`config.mk`:
```
export PLATFORM = sky130hd
export DESIGN_NAME = if_fetch
export DESIGN_NICKNAME = d
export VERILOG_FILES = /design/src/rtl/if_fetch_pkg.sv /design/src/rtl/if_pc_gen.sv /design/src/rtl/if_fetch.sv
export SDC_FILE = /design/constraint.sdc
export NUM_CORES = 1
export LEC_CHECK = 0
export CAP_MARGIN = 25
export CORE_ASPECT_RATIO = 1.75
export CORE_MARGIN = 4
export CORE_UTILIZATION = 43
export CTS_BUF_LIST = sky130_fd_sc_hd__clkbuf_4 sky130_fd_sc_hd__clkbuf_8
export DETAILED_ROUTE_END_ITERATION = 7
export PLACE_DENSITY_LB_ADDON = 0.12
export SLEW_MARGIN = 0
export SYNTH_ARGS = -nofsm -noshare
export SYNTH_HDL_FRONTEND = slang
export SYNTH_SLANG_ARGS = --single-unit
```
`constraint.sdc`:
```
create_clock -name clk -period 3.2 [get_ports clk]
set_input_delay 0.64 -clock clk [delete_from_list [all_inputs] [get_ports clk]]
set_output_delay 0.64 -clock clk [all_outputs]
set_load 0.01 [all_outputs]
```
`src/rtl/if_fetch_pkg.sv`:
```
// Shared types and constants for the instruction-fetch stage.
package if_fetch_pkg;

  typedef enum logic [1:0] {
    BOOT = 2'd0,
    RUN  = 2'd1,
    HALT = 2'd2
  } fetch_state_e;

  localparam logic [31:0] NOP_INST  = 32'h4000_0009;
  localparam logic [31:0] ZERO_WORD = 32'h0000_0000;
  localparam logic [31:0] PC_STEP   = 32'd4;

  function automatic logic [31:0] word_align(input logic [31:0] addr);
    return addr & ~32'h0000_0003;
  endfunction

endpackage

```
`src/rtl/if_pc_gen.sv`:
```
// Next-PC selection: redirect target or sequential PC, plus the +4 incrementer.
module if_pc_gen #(
  parameter int IM_ADDR_W = 14
) (
  input  logic [31:0]          pc_q,
  input  logic                 sel_redirect,
  input  logic [31:0]          redirect_pc,
  input  logic                 advance,
  output logic [31:0]          fetch_pc,
  output logic [31:0]          pc_d,
  output logic [IM_ADDR_W-1:0] fetch_addr
);
  import if_fetch_pkg::*;

  always_comb begin
    fetch_pc = sel_redirect ? word_align(redirect_pc) : pc_q;
    pc_d     = advance ? (fetch_pc + PC_STEP) : pc_q;
  end

  // Upper PC bits are simply dropped, so fetch wraps at the top of memory.
  assign fetch_addr = fetch_pc[IM_ADDR_W+1:2];

endmodule

```
`src/rtl/if_fetch.sv`:
```
// Instruction-fetch stage: PC, IM request, response pairing, stall/redirect/halt.
// Optional FETCH_ALIGN_CHECK_EN flags misaligned redirect targets and halts.
module if_fetch #(
  parameter int          IM_ADDR_W = 14,
  parameter logic [31:0] RESET_PC  = 32'h0000_0000
) (
  input  logic                 clk,
  input  logic                 rst,
  input  logic                 stall_i,
  input  logic                 redirect_i,
  input  logic [31:0]          redirect_pc_i,
  input  logic                 halt_i,
  output logic                 IM_read,
  output logic [IM_ADDR_W-1:0] IM_addr,
  input  logic [31:0]          IM_out,
  output logic [31:0]          id_inst_o,
  output logic [31:0]          id_pc_o,
  output logic                 id_valid_o,
  output logic                 fetch_misalign_o
);
  import if_fetch_pkg::*;

  fetch_state_e          state_q, state_d;
  logic [31:0]           pc_q, pc_d;
  logic [31:0]           rsp_pc_q, rsp_pc_d;
  logic                  rsp_valid_q, rsp_valid_d;
  logic                  misalign_q, misalign_d;

  logic                  take_redirect;
  logic                  advance;
  logic                  bad_align;
  logic [31:0]           fetch_pc;
  logic [IM_ADDR_W-1:0]  fetch_addr;

  always_comb begin
    take_redirect = redirect_i && (state_q != BOOT);
    advance       = take_redirect || ((state_q == RUN) && !halt_i && !stall_i);
`ifdef FETCH_ALIGN_CHECK_EN
    bad_align     = take_redirect && (redirect_pc_i[1:0] != 2'b00);
`else
    bad_align     = 1'b0;
`endif
  end

  if_pc_gen #(.IM_ADDR_W(IM_ADDR_W)) u_pc_gen (
    .pc_q         (pc_q),
    .sel_redirect (take_redirect),
    .redirect_pc  (redirect_pc_i),
    .advance      (advance),
    .fetch_pc     (fetch_pc),
    .pc_d         (pc_d),
    .fetch_addr   (fetch_addr)
  );

  always_comb begin
    state_d     = state_q;
    rsp_pc_d    = rsp_pc_q;
    rsp_valid_d = rsp_valid_q;
    misalign_d  = bad_align;
    if (advance) begin
      rsp_pc_d    = fetch_pc;
      rsp_valid_d = !bad_align;
    end
    unique case (state_q)
      BOOT: state_d = halt_i ? HALT : RUN;
      RUN: begin
        if (take_redirect) state_d = bad_align ? HALT : RUN;
        else if (halt_i)   state_d = HALT;
      end
      HALT: begin
        // The held instruction stays valid until decode takes it.
        if (take_redirect) state_d = bad_align ? HALT : RUN;
        else if (!stall_i) rsp_valid_d = 1'b0;
      end
      default: state_d = BOOT;
    endcase
  end

  always_ff @(posedge clk or negedge rst) begin
    if (!rst) begin
      state_q     <= BOOT;
      pc_q        <= RESET_PC;
      rsp_pc_q    <= ZERO_WORD;
      rsp_valid_q <= 1'b0;
      misalign_q  <= 1'b0;
    end else begin
      state_q     <= state_d;
      pc_q        <= pc_d;
      rsp_pc_q    <= rsp_pc_d;
      rsp_valid_q <= rsp_valid_d;
      misalign_q  <= misalign_d;
    end
  end

  always_comb begin
    IM_read          = advance;
    IM_addr          = (state_q == BOOT) ? '0 : fetch_addr;
    id_inst_o        = rsp_valid_q ? IM_out : NOP_INST;
    id_pc_o          = rsp_pc_q;
    id_valid_o       = rsp_valid_q;
    fetch_misalign_o = misalign_q;
  end

endmodule

```
==> results.sh <==
export IMPL_slowest_stage="clkdlybuf4s50_1"
export IMPL_synth_most_common_cell="nor2_1"
export IMPL_htreeDepth=3
export IMPL_fin_crit_sh=0.963
export IMPL_antenna_found_initial=0
export IMPL_r2r_start="state_q[1]$_DFFE_PN0P_"
export IMPL_cts_hold_buf=0
export IMPL_grt_pass1_vias=4682
export IMPL_num_vias=4658
export IMPL_clock_fmax_mhz=324
export IMPL_r2r_end="pc_q[28]$_DFFE_PN0P_"
export IMPL_antennaDiodeCount=0
export IMPL_fin_worst_skew_ps=10.9
export IMPL_post_drt_wl_per_cell_um=16.8
export IMPL_ys_top_cells_by_area="dfrtp_1, nor2_1, nand2_1, and2_1, mux2i_1"
export IMPL_setup_viol=0
export IMPL_clk_latency_ps=350
export IMPL_coreArea_um2=9590
export IMPL_multi_input_area_um2=2510
export IMPL_cp_num_buf_inv=3
export IMPL_wl_mm=13.6
export IMPL_yosys_top_cells_count="nor2_1, dfrtp_1, nand2_1"
export IMPL_synth_largest_area_cell="dfrtp_1"
export IMPL_peakVddDrop_uv=441
export IMPL_yosysUniqueCellTypes=68
export IMPL_path_depth=6
export IMPL_nFillCells=832
export IMPL_holdCritPathClass="in -> async"
export IMPL_num_rows=47
export IMPL_reg2regPathDepth=11
export IMPL_rrSetupSlack_ps=430
export IMPL_io_pins=150
export IMPL_cp_end_kind="output pin"
export IMPL_firstDrtPassIters=5
export IMPL_total_power_mw=4.97
export IMPL_worst_setup_path_start_kind="input pin"
export IMPL_grt_overflow=0
export IMPL_synth_area_per_cell_um2=8.02
export IMPL_crit_arrival_ps=2440
export IMPL_synth_seq_area_share=0.370
export IMPL_synth_area_um2=4260
export IMPL_critPathMaxStageDelay_ps=490
export IMPL_power_leakage_nw=2.51
export IMPL_start_util=0.445
export IMPL_worst_setup_path_type="in -> out"
export IMPL_die_area_um2=11600
export IMPL_final_seq_area_um2=1580
export IMPL_die_y_um=140
export IMPL_cts_tree="built"
export IMPL_syn_to_final_growth_pct=44.4
export IMPL_synth_edf_count=0
export IMPL_power_density_nw_per_um2=808
export IMPL_crit_chain="clkdlybuf4s50_1, o21a_4, buf_8, mux2i_1, nor2_1, clkdlybuf4s50_1"
export IMPL_cts_root_buf="clkbuf_8"
export IMPL_critPathTopFamily="buffers and inverters"
export IMPL_hold_violations=0
export IMPL_track_usage=0.234
export IMPL_startpoint="redirect_i"
export IMPL_yosysWarningCount=0
export IMPL_critPathRequiredTime_ps=2560
export IMPL_synthCells=532
export IMPL_port_buffers=144
export IMPL_status="finished clean"
export IMPL_crit_path_frequent_cell="clkdlybuf4s50_1"
export IMPL_drt_iter0_markers=280
export IMPL_drv_cap=0
export IMPL_die_w_um=83.3
export IMPL_fin_nets=757
export IMPL_ys_ff_latch=63
export IMPL_hpwl_mm=10.2
export IMPL_rsz0062_at_grt="false"
export IMPL_remaining_drc_errors=0
export IMPL_via_per_inst=5.73
export IMPL_cts_buffer_depth=2
export IMPL_drive_gt1_frac=0.101
export IMPL_gp_congestion=0.881
export IMPL_synth_top_area_share=0.370
export IMPL_finalCriticalPeriod_ps=3080
export IMPL_grt_pass1_wl_mm=22.5
export IMPL_worst_pin_slew_ps=846
export IMPL_slew_headroom=0.436
export IMPL_slew_violations=0
export IMPL_utilization=0.642
export IMPL_grt_max_degree=83
export IMPL_antenna_left=0
export IMPL_path_max_fanout=39
export IMPL_clock_sinks=63
export IMPL_clkTransAtPathRegs_ps=70
export IMPL_cts_buffers=9
export IMPL_async_reset_ff_frac=1.00
export IMPL_critPathCapture="IM_addr[9]"
export IMPL_synth_flop_cell="dfrtp_1"
-- layout by cell type (no fill, tap or decap), types with 3 or more instances in the layout --
cell,Yosys,layout
a31oi_1,11,11
nor3_1,23,23
dfrtp_1,63,63
clkbuf_8,0,10
nand4_1,11,11
buf_4,3,32
o21ai_0,38,38
a21o_1,7,7
mux2i_1,20,20
nand2_1,61,61
inv_1,8,8
clkinv_2,0,3
a211oi_1,7,7
xor2_1,4,4
o31ai_1,3,3
nor4_1,6,6
nand2b_1,5,5
conb_1,1,3
and2_1,34,34
o211ai_1,3,3
o21a_1,3,3
o22ai_1,4,3
clkdlybuf4s50_1,0,143
nand3_1,16,16
mux2_2,3,3
and3_1,4,4
o21bai_1,4,4
a21oi_1,33,33
nor2_1,73,73
-- how the worst min path moves through the flow --
stage                     cells past startpoint                     from                      end  slack [ps]
after floorplan                               0                      rst  id_pc_o[10]$_DFFE_PN0P_         340
after global placement                        2  id_pc_o[27]$_DFFE_PN0P_  id_pc_o[27]$_DFFE_PN0P_         460
after detailed placement                      2  id_pc_o[27]$_DFFE_PN0P_  id_pc_o[27]$_DFFE_PN0P_         460
after CTS                                     2  id_pc_o[27]$_DFFE_PN0P_  id_pc_o[27]$_DFFE_PN0P_         480
after global routing                          2  id_pc_o[10]$_DFFE_PN0P_  id_pc_o[10]$_DFFE_PN0P_         510
final                                         2                      rst   id_pc_o[5]$_DFFE_PN0P_         470
-- worst reg2reg max path, stage by stage, from the launching register on --
cell and delay, ps:
dfrtp_1 410, o21a_4 250, mux2i_1 140, inv_1 70
ha_1 200, nand4_1 160, nor4_2 280, a31oi_2 190
buf_4 240, nor4_1 480, nand3_1 150, o211ai_1 120
-- cells by family after synthesis --
kind of cell / synth area share
other: 0.000879
XOR/XNOR: 0.0123
AND/OR/NAND/NOR: 0.294
adder cells (fa/ha/maj): 0.00293
AO/OA/AOI/OAI: 0.216
multiplexers: 0.0549
buffers and inverters: 0.0493
flip-flops: 0.370
-- power breakdown --
| group | switching (mW) | leakage, nW | internal [mW] |
|---|---|---|---|
| logic | 1.38 | 1.66 | 1.43 |
| clock network | 0.309 | 0.0884 | 0.302 |
| registers | 0.377 | 0.754 | 1.18 |
| total | 2.06 | 2.51 | 2.91 |
-- per-stage QoR --
step | instance area (um2) | cells | setup TNS, ps | hold WS [ps] | setup WS [ps]
final | 6160 | 813 | 0 | 469 | 117
after global routing | 6160 | 813 | 0 | 509 | 10.5
after CTS | 6100 | 807 | 0 | 479 | 39.2
after floorplan | 4290 | 534 | 0 | 344 | 19.6
after global placement | 5930 | 792 | -25.1 | 455 | -25.1
after detailed placement | 5930 | 792 | -149 | 462 | -44.5
-- registers in the layout (all words and copies together), names as in the netlist --
name,flops
id_pc_o,30
id_valid_o,1
state_q,2
pc_q,30
-- cell type report --
type / instances / area share
multi-input combinational: 426 / 0.407
timing repair buffer: 179 / 0.280
sequential: 63 / 0.256
clock buffer: 11 / 0.0236
tap: 122 / 0.0248
clock inverter: 4 / 0.00366
inverter: 8 / 0.00488
-- what timing repair did --
item / in CTS / in global routing
endpoints found under the hold margin: 0 / 0
setup buffers: 0 / 6
endpoints found under the setup margin: 3 / 7
resized for setup: 1 / 2
-- metal layers --
metal / global-route usage / part of all wire / up-vias
met5: 0 / 0 / -
met4: 0.139 / 0.042 / 0
met3: 0.0473 / 0.068 / 48
met2: 0.425 / 0.53 / 215
met1: 0.246 / 0.36 / 2194
li1: - / - / 2201
Power figures use the tool's default switching activity.
